[config.mk]
export PLATFORM = sky130hd
export DESIGN_NAME = haze_synth
export DESIGN_NICKNAME = d
export VERILOG_FILES = /design/src/rtl/haze_pkg.sv /design/src/rtl/haze_channel.sv /design/src/rtl/haze_synth.sv
export SDC_FILE = /design/constraint.sdc
export NUM_CORES = 1
export LEC_CHECK = 0
export ABC_AREA = 1
export BUFFER_PORTS_ARGS = -buffer_cell sky130_fd_sc_hd__buf_4
export CAP_MARGIN = 40
export CELL_PAD_IN_SITES_DETAIL_PLACEMENT = 1
export CELL_PAD_IN_SITES_GLOBAL_PLACEMENT = 2
export CORE_UTILIZATION = 40
export CTS_CLUSTER_DIAMETER = 200
export DETAILED_ROUTE_END_ITERATION = 10
export PLACE_DENSITY_LB_ADDON = 0.1
export SYNTH_ARGS = -nofsm -noshare
export SYNTH_HDL_FRONTEND = slang
export SYNTH_SLANG_ARGS = --single-unit
[constraint.sdc]
create_clock -name pixelclk -period 10.4 [get_ports pixelclk]
set_input_delay 0.52 -clock pixelclk [delete_from_list [all_inputs] [get_ports pixelclk]]
set_output_delay 0.52 -clock pixelclk [all_outputs]
set_load 0.1 [all_outputs]
[src/rtl/haze_pkg.sv]
// haze_pkg: shared widths, defaults, pixel type and the reference divide
// for the haze synthesizer.
//   PIX_W / SUM_W / LAT : channel width, product-sum width, pipeline depth
//   T_MIN_DEF           : default lower clamp on transmittance
//   A_RESET_DEF         : atmospheric-light shadow value after reset
//   VSYNC_POL_DEF       : default active level of vsync
//   rgb_t               : packed {R, G, B} pixel
//   div255_floor        : exact floor(s/255), the golden reference
package haze_pkg;

  localparam int PIX_W = 8;
  localparam int SUM_W = 16;
  localparam int LAT   = 3;

  localparam logic [PIX_W-1:0] T_MIN_DEF     = 8'd26;
  localparam logic [PIX_W-1:0] A_RESET_DEF   = 8'd255;
  localparam logic             VSYNC_POL_DEF = 1'b1;

  typedef struct packed {
    logic [PIX_W-1:0] r;
    logic [PIX_W-1:0] g;
    logic [PIX_W-1:0] b;
  } rgb_t;

  function automatic logic [PIX_W-1:0] div255_floor(input logic [SUM_W-1:0] s);
    logic [SUM_W-1:0] q;
    q = s / 16'd255;
    return q[PIX_W-1:0];
  endfunction

endpackage

[src/rtl/haze_channel.sv]
// haze_channel: per-channel haze math, 2-cycle latency.
//   pixelclk, reset : clock and synchronous active-high reset
//   i_j             : clear channel value J
//   i_tc            : clamped transmittance
//   i_a             : atmospheric light A
//   i_bypass        : pass J through instead of the hazy value
//   o_i             : hazy channel value I (registered)
module haze_channel
  import haze_pkg::*;
(
  input  logic             pixelclk,
  input  logic             reset,
  input  logic [PIX_W-1:0] i_j,
  input  logic [PIX_W-1:0] i_tc,
  input  logic [PIX_W-1:0] i_a,
  input  logic             i_bypass,
  output logic [PIX_W-1:0] o_i
);

  logic [SUM_W-1:0] w_prod_j;
  logic [SUM_W-1:0] w_prod_a;
  logic [PIX_W-1:0] w_inv_tc;
  logic [SUM_W-1:0] w_adj;
  logic [PIX_W-1:0] w_quot;

  logic [SUM_W-1:0] r_sum;
  logic [PIX_W-1:0] r_j_s2;
  logic             r_byp_s2;
  logic [PIX_W-1:0] r_out;

  assign w_inv_tc = 8'd255 - i_tc;
  assign w_prod_j = SUM_W'(i_j) * SUM_W'(i_tc);
  assign w_prod_a = SUM_W'(i_a) * SUM_W'(w_inv_tc);

  // floor(S/255) as (S + (S>>8) + 1) >> 8. Write S = 255q + r, 0<=r<=254.
  // If r >= q then S>>8 = q and the sum is 256q + r + 1 (r+1 <= 255).
  // If r <  q then S>>8 = q-1 and the sum is 256q + r.
  // Both give q for q <= 255, i.e. every S up to 65279 >= 65025.
  // The sum peaks at 65025 + 254 + 1 = 65280, so 16 bits cannot wrap.
  assign w_adj  = r_sum + {8'd0, r_sum[SUM_W-1:PIX_W]} + 16'd1;
  assign w_quot = PIX_W'(w_adj >> PIX_W);

  always_ff @(posedge pixelclk) begin
    if (reset) begin
      r_sum    <= '0;
      r_j_s2   <= '0;
      r_byp_s2 <= 1'b0;
      r_out    <= '0;
    end else begin
      // S2: weighted sum, max 255*255 = 65025
      r_sum    <= w_prod_j + w_prod_a;
      r_j_s2   <= i_j;
      r_byp_s2 <= i_bypass;
      // S3: divide or bypass
      r_out    <= r_byp_s2 ? r_j_s2 : w_quot;
    end
  end

  assign o_i = r_out;

endmodule

[src/rtl/haze_synth.sv]
// haze_synth: forward atmospheric-scattering model,
// I = (J*t + A*(255-t)) / 255 per channel, fixed latency of 3 clocks.
//   pixelclk, reset          : clock and synchronous active-high reset
//   i_rgb                    : clear pixel J {R,G,B}
//   i_transmittance          : t, 255 = fully transparent
//   i_atmos, i_bypass        : requested A and bypass, latched per frame
//   i_hsync, i_vsync, i_de   : input timing
//   o_rgb                    : hazy pixel I (0 when o_de is low)
//   o_hsync, o_vsync, o_de   : timing delayed by 3
//   o_atmos_active           : A shadow currently applied
module haze_synth
  import haze_pkg::*;
#(
  parameter logic [PIX_W-1:0] T_MIN     = T_MIN_DEF,
  parameter logic [PIX_W-1:0] A_RESET   = A_RESET_DEF,
  parameter logic             VSYNC_POL = VSYNC_POL_DEF
) (
  input  logic               pixelclk,
  input  logic               reset,
  input  logic [3*PIX_W-1:0] i_rgb,
  input  logic [PIX_W-1:0]   i_transmittance,
  input  logic [PIX_W-1:0]   i_atmos,
  input  logic               i_bypass,
  input  logic               i_hsync,
  input  logic               i_vsync,
  input  logic               i_de,
  output logic [3*PIX_W-1:0] o_rgb,
  output logic               o_hsync,
  output logic               o_vsync,
  output logic               o_de,
  output logic [PIX_W-1:0]   o_atmos_active
);

  logic               r_vs_d;
  logic [PIX_W-1:0]   r_a_shadow;
  logic               r_byp_shadow;
  logic               w_frame_edge;
  logic [PIX_W-1:0]   w_tc;

  rgb_t               r_j_s1;
  logic [PIX_W-1:0]   r_tc_s1;
  logic [PIX_W-1:0]   r_a_s1;
  logic               r_byp_s1;

  logic [LAT-1:0]     r_hs_pipe;
  logic [LAT-1:0]     r_vs_pipe;
  logic [LAT-1:0]     r_de_pipe;
  logic [3*PIX_W-1:0] w_ch_out;

  assign w_frame_edge = (i_vsync == VSYNC_POL) && (r_vs_d != VSYNC_POL);
  assign w_tc         = (i_transmittance < T_MIN) ? T_MIN : i_transmittance;

  // Shadows update on the vsync leading edge. S1 samples the shadow
  // registers in the same cycle, so a pixel on the edge cycle still sees
  // the previous frame's values.
  always_ff @(posedge pixelclk) begin
    if (reset) begin
      r_vs_d       <= ~VSYNC_POL;  // first active vsync after reset is an edge
      r_a_shadow   <= A_RESET;
      r_byp_shadow <= 1'b0;
    end else begin
      r_vs_d <= i_vsync;
      if (w_frame_edge) begin
        r_a_shadow   <= i_atmos;
        r_byp_shadow <= i_bypass;
      end
    end
  end

  // S1 capture and sync delay line
  always_ff @(posedge pixelclk) begin
    if (reset) begin
      r_j_s1    <= '0;
      r_tc_s1   <= '0;
      r_a_s1    <= '0;
      r_byp_s1  <= 1'b0;
      r_hs_pipe <= '0;
      r_vs_pipe <= '0;
      r_de_pipe <= '0;
    end else begin
      r_j_s1    <= i_rgb;
      r_tc_s1   <= w_tc;
      r_a_s1    <= r_a_shadow;
      r_byp_s1  <= r_byp_shadow;
      r_hs_pipe <= {r_hs_pipe[LAT-2:0], i_hsync};
      r_vs_pipe <= {r_vs_pipe[LAT-2:0], i_vsync};
      r_de_pipe <= {r_de_pipe[LAT-2:0], i_de};
    end
  end

  genvar gi;
  generate
    for (gi = 0; gi < 3; gi++) begin : g_ch
      haze_channel u_ch (
        .pixelclk (pixelclk),
        .reset    (reset),
        .i_j      (r_j_s1[gi*PIX_W +: PIX_W]),
        .i_tc     (r_tc_s1),
        .i_a      (r_a_s1),
        .i_bypass (r_byp_s1),
        .o_i      (w_ch_out[gi*PIX_W +: PIX_W])
      );
    end
  endgenerate

  // Blanking forces black even in bypass
  assign o_rgb          = r_de_pipe[LAT-1] ? w_ch_out : '0;
  assign o_hsync        = r_hs_pipe[LAT-1];
  assign o_vsync        = r_vs_pipe[LAT-1];
  assign o_de           = r_de_pipe[LAT-1];
  assign o_atmos_active = r_a_shadow;

endmodule

==> results of run 1 <==
## registers in the layout, summed over array words and instances (netlist names)
register and count:
g_ch.u_ch.r_sum 48, r_hs_pipe 3, r_byp_s1 1, o_atmos_active 8
r_vs_pipe 3, r_byp_shadow 1, r_j_s1 24, r_a_s1 8
r_tc_s1 8, r_de_pipe 3, g_ch.u_ch.r_j_s2 24, g_ch.u_ch.o_i 24
g_ch.u_ch.r_byp_s2 1
## metal layers
metal | share of wire [%] | wire [microns] | vias to the layer above
li1 | - | - | 6289
met1 | 48 | 20800 | 6316
met2 | 48 | 20700 | 164
met3 | 2.8 | 1230 | 42
met4 | 1.9 | 820 | 0
met5 | 0 | 0 | -
## metrics by stage
| step | cells | cell area [sq um] | util (%) | hold WS (ns) |
|---|---|---|---|---|
| floorplan | 2110 | 15600 | - | 0.388 |
| global placement | 2639 | 16600 | 43.7 | 0.390 |
| detailed placement | 2643 | 16700 | 43.8 | 0.400 |
| CTS | 2674 | 17300 | 45.4 | 0.235 |
| global route | 2674 | 17300 | 45.4 | 0.249 |
| finish | 2674 | 17300 | 45.4 | 0.260 |
## layout by cell type (no fill, tap or decap), types with 2 or more instances in the layout
cell type / n
sky130_fd_sc_hd__inv_1: 576
sky130_fd_sc_hd__nand2_1: 415
sky130_fd_sc_hd__nor2_1: 202
sky130_fd_sc_hd__fa_1: 186
sky130_fd_sc_hd__dfxtp_1: 156
sky130_fd_sc_hd__ha_1: 154
sky130_fd_sc_hd__a21oi_1: 102
sky130_fd_sc_hd__buf_4: 94
sky130_fd_sc_hd__o21ai_0: 67
sky130_fd_sc_hd__nand3_1: 59
sky130_fd_sc_hd__clkbuf_16: 17
sky130_fd_sc_hd__xnor2_1: 15
sky130_fd_sc_hd__nor3_1: 14
sky130_fd_sc_hd__o21a_1: 12
sky130_fd_sc_hd__o211ai_1: 11
sky130_fd_sc_hd__a21o_1: 10
sky130_fd_sc_hd__nand4_1: 10
sky130_fd_sc_hd__a31oi_1: 7
sky130_fd_sc_hd__o21bai_1: 6
sky130_fd_sc_hd__xor2_1: 5
sky130_fd_sc_hd__or2_2: 4
sky130_fd_sc_hd__inv_6: 4
sky130_fd_sc_hd__clkinvlp_4: 4
sky130_fd_sc_hd__o21ai_2: 3
sky130_fd_sc_hd__nand3b_1: 3
sky130_fd_sc_hd__and3b_1: 3
sky130_fd_sc_hd__conb_1: 3
sky130_fd_sc_hd__xnor3_1: 2
sky130_fd_sc_hd__nand3_2: 2
sky130_fd_sc_hd__inv_8: 2
sky130_fd_sc_hd__bufinv_16: 2
## cells by family (layout without fill, tap and decap cells)
group           Yosys count  after routing  synth area share, %
simple gates            716            716                 18.4
buf+inv                 649            702                 15.7
fa+ha+maj               340            340                 36.2
compound gates          223            223                 8.05
flops                   156            156                 20.0
xor+xnor                 23             23                 1.52
other cells               1              3               0.0241
## cell type report
type                            instances  area (sq um)
Clock buffer                           18           439
Clock inverter                         13           156
Fill cell                            4839         20800
Inverter                              576          2160
Multi-Input combinational cell       1305         10000
Sequential cell                       156          3120
Tap cell                              511           639
Timing Repair Buffer                   95           721
## how the worst min path moves through the flow
| stage | to | start | cells past startpoint | slack, ns |
|---|---|---|---|---|
| 2_1_floorplan | g_ch[2].u_ch.r_byp_s2$_SDFF_PP0_ | r_byp_s1$_SDFF_PP0_ | 2 | 0.39 |
| 3_3_place_gp | r_hs_pipe[1]$_SDFF_PP0_ | r_hs_pipe[0]$_SDFF_PP0_ | 2 | 0.39 |
| 3_5_place_dp | r_de_pipe[2]$_SDFF_PP0_ | r_de_pipe[1]$_SDFF_PP0_ | 2 | 0.40 |
| 4_1_cts | r_j_s1[5]$_SDFF_PP0_ | i_rgb[5] | 3 | 0.23 |
| 5_1_grt | r_hs_pipe[0]$_SDFF_PP0_ | i_hsync | 3 | 0.25 |
| 6_report | r_j_s1[5]$_SDFF_PP0_ | i_rgb[5] | 3 | 0.26 |
## worst min-delay path: stages
cell                     delay, ns
sky130_fd_sc_hd__buf_4        0.08
sky130_fd_sc_hd__inv_1        0.03
sky130_fd_sc_hd__nor2_1       0.06
==> impl_metrics.prom, run 1 <==
# TYPE chip_impl_metric gauge
chip_impl_info{name="ys_dominant_reg_cell",value="sky130_fd_sc_hd__dfxtp_1"} 1
chip_impl_metric{name="post-route-min-period",unit="ns"} 8.05
chip_impl_metric{name="synth.lib_cells_used.distinct",unit=""} 41
chip_impl_metric{name="timing.critical_path.slowest_cell_delay",unit="ns"} 0.67
chip_impl_metric{name="syn_inst",unit=""} 2108
chip_impl_metric{name="final_min_period_over_clock_period",unit="%"} 77.4
chip_impl_metric{name="ctsLongestPathBuffers",unit=""} 2
chip_impl_metric{name="rr_worst_depth",unit=""} 26
chip_impl_metric{name="grt_use_met1",unit="%"} 30.9
chip_impl_metric{name="gr-total-overflow",unit=""} 0
chip_impl_metric{name="die_h",unit="microns"} 199
chip_impl_metric{name="post_synth_edffs",unit=""} 0
chip_impl_metric{name="cts.hold.buffers_added",unit=""} 0
chip_impl_metric{name="initialDrtViolationCount",unit=""} 463
chip_impl_metric{name="floorplan.initialDensity",unit="%"} 41.0
chip_impl_metric{name="mappedNetlistArea",unit="sq um"} 15600
chip_impl_info{name="path_delay_family",value="adder cells"} 1
chip_impl_metric{name="remaining_drc_errors",unit=""} 0
chip_impl_info{name="setup.worst_path.end",value="g_ch[1].u_ch.r_sum[10]$_SDFF_PP0_"} 1
chip_impl_metric{name="final_setup_tns",unit="ns"} 0
chip_impl_info{name="rr_endpoint",value="g_ch[1].u_ch.r_sum[10]$_SDFF_PP0_"} 1
chip_impl_metric{name="post-cts-setup-buffer-count",unit=""} 0
chip_impl_metric{name="core-area",unit="sq um"} 38000
chip_impl_metric{name="detailedRoute.firstPassIterationCount",unit=""} 4
chip_impl_info{name="cp-start-kind",value="flop"} 1
chip_impl_metric{name="setup_failing_eps_final",unit=""} 0
chip_impl_metric{name="synth-async-reset-ratio",unit="%"} 0
chip_impl_metric{name="cp.depth",unit=""} 26
chip_impl_metric{name="postRouteAntennaNets",unit=""} 0
chip_impl_metric{name="maximum_number_of_pins_on_one_net_before_global_route_repair",unit=""} 53
chip_impl_metric{name="worst-slew-pin-transition",unit="ns"} 0.879
chip_impl_metric{name="layout-area-overhead-vs-synth",unit="%"} 10.7
chip_impl_metric{name="drt-total-wl",unit="microns"} 43600
chip_impl_metric{name="buffer_ports.inserted",unit=""} 80
chip_impl_info{name="root_buffer",value="sky130_fd_sc_hd__clkbuf_16"} 1
chip_impl_metric{name="clock_skew",unit="ns"} 0.0148
chip_impl_metric{name="worstPathBufferInverterCount",unit=""} 6
chip_impl_metric{name="achievable-frequency",unit="GHz"} 0.124
chip_impl_info{name="yosysTopAreaCell",value="sky130_fd_sc_hd__fa_1"} 1
chip_impl_metric{name="drt-vias-per-instance",unit=""} 4.79
chip_impl_metric{name="globalplace.congestion",unit=""} 0.860
chip_impl_metric{name="critical_path_arrival",unit="ns"} 8.39
chip_impl_metric{name="die_w",unit="microns"} 199
chip_impl_metric{name="final_critical_path_setup_slack",unit="ns"} 2.35
chip_impl_metric{name="grt.total_usage",unit="%"} 23.6
chip_impl_metric{name="grt_first_pass_wirelength",unit="microns"} 71600
chip_impl_metric{name="ctsResizeCount",unit=""} 0
chip_impl_metric{name="max-slew-margin-rel",unit="%"} 41.0
chip_impl_metric{name="met3_usage",unit="%"} 3.48
chip_impl_metric{name="synth.ff_latch_count",unit=""} 156
chip_impl_metric{name="synthDominantCellAreaShare",unit="%"} 23.9
chip_impl_metric{name="timing.final.max_slew_violations",unit=""} 0
chip_impl_metric{name="synth.yosys.seq_area_share",unit="%"} 20.0
chip_impl_metric{name="insertedDiodeCount",unit=""} 0
chip_impl_metric{name="max-cap-violations",unit=""} 0
chip_impl_info{name="post_synth_main_area_contributors",value="sky130_fd_sc_hd__fa_1 (24%), sky130_fd_sc_hd__dfxtp_1 (20%), sky130_fd_sc_hd__inv_1 (14%)"} 1
chip_impl_metric{name="die-area",unit="sq um"} 39800
chip_impl_metric{name="floorplan.io_pins",unit=""} 81
chip_impl_info{name="setup.worst_path.end_class",value="flop"} 1
chip_impl_metric{name="yosysWarningCount",unit=""} 0
chip_impl_info{name="worst-setup-path-type",value="flop to flop"} 1
chip_impl_metric{name="drive_above_1_share",unit="%"} 6.52
chip_impl_info{name="yosysMostFrequentCell",value="sky130_fd_sc_hd__inv_1"} 1
chip_impl_metric{name="post_synth.cell_area_avg",unit="sq um"} 7.40
chip_impl_metric{name="cts_max_level",unit=""} 4
chip_impl_metric{name="rrSetupSlack",unit="ns"} 2.35
chip_impl_metric{name="antenna_found_initial",unit=""} 0
chip_impl_metric{name="nNetsFinal",unit=""} 2537
chip_impl_metric{name="hold_viol",unit=""} 0
chip_impl_metric{name="rows",unit=""} 71
chip_impl_metric{name="clkSlewWorstSetupHoldPaths",unit="ns"} 0.07
chip_impl_info{name="cpMostUsedCell",value="sky130_fd_sc_hd__fa_1"} 1
chip_impl_info{name="globalRoute.busiestLayer",value="met2"} 1
chip_impl_metric{name="pre_cts_slack",unit="ns"} 2.35
chip_impl_info{name="r2r-start",value="r_tc_s1[2]$_SDFF_PP0_"} 1
chip_impl_info{name="tritoncts",value="built"} 1
chip_impl_info{name="outcome",value="finished clean"} 1
chip_impl_metric{name="cts-buffers-inserted",unit=""} 17
chip_impl_metric{name="clock_insertion_delay_at_the_later_pin_of_the_skew_report",unit="ns"} 0.46
chip_impl_info{name="post_synth_most_frequent_cells",value="sky130_fd_sc_hd__inv_1 (576), sky130_fd_sc_hd__nand2_1 (415), sky130_fd_sc_hd__nor2_1 (202)"} 1
chip_impl_info{name="cp_slowest_cell",value="sky130_fd_sc_hd__dfxtp_1"} 1
chip_impl_metric{name="dp.final_hpwl",unit="microns"} 34900
chip_impl_metric{name="vias",unit=""} 12811
chip_impl_metric{name="first_global_vias",unit=""} 13983
chip_impl_info{name="rsz_0062_raised_after_global_routing",value="false"} 1
chip_impl_metric{name="routedWlPerCell",unit="microns"} 16.3
chip_impl_metric{name="cts.sink_count",unit=""} 156
chip_impl_metric{name="timing.critical_path.required",unit="ns"} 10.74
chip_impl_metric{name="crit_fanout",unit=""} 21
chip_impl_metric{name="globalRouteMet2Util",unit="%"} 40.4
chip_impl_info{name="hp_class",value="input port to flop"} 1
chip_impl_info{name="setup.worst_path.start",value="r_tc_s1[2]$_SDFF_PP0_"} 1
Power of run 1 is left out: the tool's default activity adds up to more than one toggle a clock period on the data nets, which glitch-free logic cannot reach.
==> inputs of run 2 (changes only) <==
--- a/config.mk
+++ b/config.mk
@@ -10,7 +10,7 @@
 export CAP_MARGIN = 40
 export CELL_PAD_IN_SITES_DETAIL_PLACEMENT = 1
 export CELL_PAD_IN_SITES_GLOBAL_PLACEMENT = 2
-export CORE_UTILIZATION = 40
+export CORE_UTILIZATION = 34
 export CTS_CLUSTER_DIAMETER = 200
 export DETAILED_ROUTE_END_ITERATION = 10
 export PLACE_DENSITY_LB_ADDON = 0.1
==> constraint.sdc (replaced) <==
create_clock -name pixelclk -period 6.8 [get_ports pixelclk]
set_input_delay 0.34 -clock pixelclk [delete_from_list [all_inputs] [get_ports pixelclk]]
set_output_delay 0.34 -clock pixelclk [all_outputs]
set_load 0.1 [all_outputs]
==> impl_metrics.prom, run 2 (synthesis gave the netlist of run 1 again) <==
# TYPE chip_impl_metric gauge
chip_impl_metric{name="first_global_vias",unit=""} 14218
chip_impl_metric{name="setup_failing_eps_final",unit=""} 0
chip_impl_info{name="final_common_cell",value="sky130_fd_sc_hd__inv_1"} 1
chip_impl_metric{name="crit_fanout",unit=""} 4
chip_impl_metric{name="dp.final_hpwl",unit="microns"} 37500
chip_impl_metric{name="clock_insertion_delay_at_the_later_pin_of_the_skew_report",unit="ns"} 0.48
chip_impl_info{name="worst-setup-path-type",value="flop to flop"} 1
chip_impl_info{name="root_buffer",value="sky130_fd_sc_hd__clkbuf_16"} 1
chip_impl_metric{name="drt-vias-per-instance",unit=""} 4.60
chip_impl_metric{name="buffer_ports.inserted",unit=""} 80
chip_impl_info{name="outcome",value="finished clean"} 1
chip_impl_metric{name="rows",unit=""} 78
chip_impl_info{name="setup.worst_path.end_class",value="flop"} 1
chip_impl_metric{name="worst-slew-pin-transition",unit="ns"} 0.911
chip_impl_info{name="mostFrequentLayoutCells",value="sky130_fd_sc_hd__inv_1 (558), sky130_fd_sc_hd__nand2_1 (397), sky130_fd_sc_hd__nor2_1 (182)"} 1
chip_impl_metric{name="grt_first_pass_wirelength",unit="microns"} 75400
chip_impl_metric{name="achievable-frequency",unit="GHz"} 0.151
chip_impl_info{name="hp_class",value="input port to flop"} 1
chip_impl_metric{name="antenna_found_initial",unit=""} 1
chip_impl_info{name="rsz_0062_raised_after_global_routing",value="true"} 1
chip_impl_metric{name="postRouteAntennaNets",unit=""} 0
chip_impl_metric{name="core-area",unit="sq um"} 45300
chip_impl_metric{name="fin_cells",unit=""} 2846
chip_impl_metric{name="drive_above_1_share",unit="%"} 15.6
chip_impl_metric{name="grt.total_usage",unit="%"} 21.0
chip_impl_metric{name="detailedRoute.firstPassIterationCount",unit=""} 4
chip_impl_metric{name="drt-total-wl",unit="microns"} 46700
chip_impl_info{name="registers.top_by_ff_count",value="g_ch.u_ch.r_sum"} 1
chip_impl_metric{name="max-cap-violations",unit=""} 0
chip_impl_metric{name="initialDrtViolationCount",unit=""} 475
chip_impl_metric{name="ctsLongestPathBuffers",unit=""} 2
chip_impl_metric{name="rrSetupSlack",unit="ns"} 0.20
chip_impl_metric{name="final_min_period_over_clock_period",unit="%"} 97.1
chip_impl_info{name="cp-start-kind",value="flop"} 1
chip_impl_metric{name="final_critical_path_setup_slack",unit="ns"} 0.198
chip_impl_metric{name="floorplan.initialDensity",unit="%"} 34.4
chip_impl_metric{name="hold_viol",unit=""} 0
chip_impl_metric{name="clock_skew",unit="ns"} 0.0143
chip_impl_metric{name="clkSlewWorstSetupHoldPaths",unit="ns"} 0.06
chip_impl_metric{name="final_setup_tns",unit="ns"} 0
chip_impl_metric{name="largest_register_ffs",unit=""} 48
chip_impl_metric{name="die_w",unit="microns"} 216
chip_impl_metric{name="die_h",unit="microns"} 216
chip_impl_metric{name="timing.final.max_slew_violations",unit=""} 0
chip_impl_metric{name="post-route-min-period",unit="ns"} 6.60
chip_impl_metric{name="timing.critical_path.required",unit="ns"} 7.15
chip_impl_metric{name="whs",unit="ns"} 0.0587
chip_impl_metric{name="vias",unit=""} 13092
chip_impl_metric{name="cts.sink_count",unit=""} 156
chip_impl_metric{name="maximum_number_of_pins_on_one_net_before_global_route_repair",unit=""} 66
chip_impl_info{name="tritoncts",value="built"} 1
chip_impl_metric{name="critical_path_arrival",unit="ns"} 6.96
chip_impl_metric{name="die-area",unit="sq um"} 46700
chip_impl_metric{name="placed_cells",unit=""} 2809
chip_impl_metric{name="layout-area-overhead-vs-synth",unit="%"} 19.6
chip_impl_metric{name="globalplace.congestion",unit=""} 0.865
chip_impl_metric{name="max-slew-margin-rel",unit="%"} 39.3
chip_impl_metric{name="cts-buffers-inserted",unit=""} 17
chip_impl_metric{name="pre_cts_slack",unit="ns"} -0.308
chip_impl_metric{name="nNetsFinal",unit=""} 2620
chip_impl_metric{name="gr-total-overflow",unit=""} 0
chip_impl_metric{name="floorplan.io_pins",unit=""} 81
chip_impl_metric{name="cts_max_level",unit=""} 4
chip_impl_metric{name="remaining_drc_errors",unit=""} 0
chip_impl_metric{name="routedWlPerCell",unit="microns"} 16.4
chip_impl_metric{name="insertedDiodeCount",unit=""} 0
[run 2: cell count changes in the layout (fill, tap and decap cells not counted), sizes merged]
cell,before,now
inv,582,578
buf,95,178
bufinv,2,0
clkinvlp,4,2
clkinv,1,6
clkbuf,18,21
[run 2: worst paths after layout]
path | startpoint | end | cells past startpoint
setup / recovery | r_a_s1[4]$_SDFF_PP0_ | g_ch[2].u_ch.r_sum[14]$_SDFF_PP0_ | 27
hold reg to reg | r_hs_pipe[1]$_SDFF_PP0_ | r_hs_pipe[2]$_SDFF_PP0_ | 2
setup reg to reg | r_a_s1[4]$_SDFF_PP0_ | g_ch[2].u_ch.r_sum[14]$_SDFF_PP0_ | 27
hold / removal | i_rgb[15] | r_j_s1[15]$_SDFF_PP0_ | 3
[run 2: metrics by stage]
| step | utilization (%) | area, sq um |
|---|---|---|
| floorplan | - | 15600 |
| global placement | 38.3 | 17300 |
| detailed placement | 38.4 | 17400 |
| CTS | 40.0 | 18100 |
| global route | 41.2 | 18600 |
| finish | 41.2 | 18600 |
[run 2: worst max-delay path, cell delays in order (launching register included)]
cell	delay, ns
sky130_fd_sc_hd__dfxtp_2	0.33
sky130_fd_sc_hd__inv_1	0.06
sky130_fd_sc_hd__or2_4	0.23
sky130_fd_sc_hd__fa_1	0.48
sky130_fd_sc_hd__fa_1	0.49
sky130_fd_sc_hd__inv_1	0.05
sky130_fd_sc_hd__fa_1	0.49
sky130_fd_sc_hd__inv_2	0.04
sky130_fd_sc_hd__fa_1	0.54
sky130_fd_sc_hd__inv_2	0.05
sky130_fd_sc_hd__ha_4	0.28
sky130_fd_sc_hd__xnor2_4	0.24
sky130_fd_sc_hd__buf_6	0.15
sky130_fd_sc_hd__fa_1	0.45
sky130_fd_sc_hd__fa_1	0.50
sky130_fd_sc_hd__inv_1	0.05
sky130_fd_sc_hd__fa_1	0.47
sky130_fd_sc_hd__inv_1	0.05
sky130_fd_sc_hd__fa_1	0.51
sky130_fd_sc_hd__inv_2	0.05
sky130_fd_sc_hd__ha_4	0.24
sky130_fd_sc_hd__a21oi_2	0.17
sky130_fd_sc_hd__buf_4	0.13
sky130_fd_sc_hd__o21ai_1	0.05
sky130_fd_sc_hd__nand2_1	0.06
sky130_fd_sc_hd__nand4_1	0.10
sky130_fd_sc_hd__o21ai_0	0.17
sky130_fd_sc_hd__a21oi_1	0.05
[run 2: timing repair]
action                     4_1_cts  5_1_grt
pin swaps                        7       78
resized for setup               42      141
setup endpoints to repair       24       26
setup buffers                    0        6
hold buffers                     0        0
[run 2: routing by layer]
layer  wire, microns  global-route usage (%)  vias up  part of all wire, %
li1                -                       -     6471                    -
met1           22400                    27.8     6470                   48
met2           22500                    35.8      112                   48
met3            1180                    3.35       37                  2.5
met4             648                    5.02        2                  1.4
met5              10                       0        -                0.021
[run 2: final cells by class]
class,count,area (sq um)
fillers,5595,26600
well taps,600,751
inverters,576,2160
clock buffers,21,460
clock inverters,10,66.3
repair buffers,178,1400
flip-flops and latches,156,3140
multi-input cells,1305,10700
Power of run 2 is left out for the same reason.
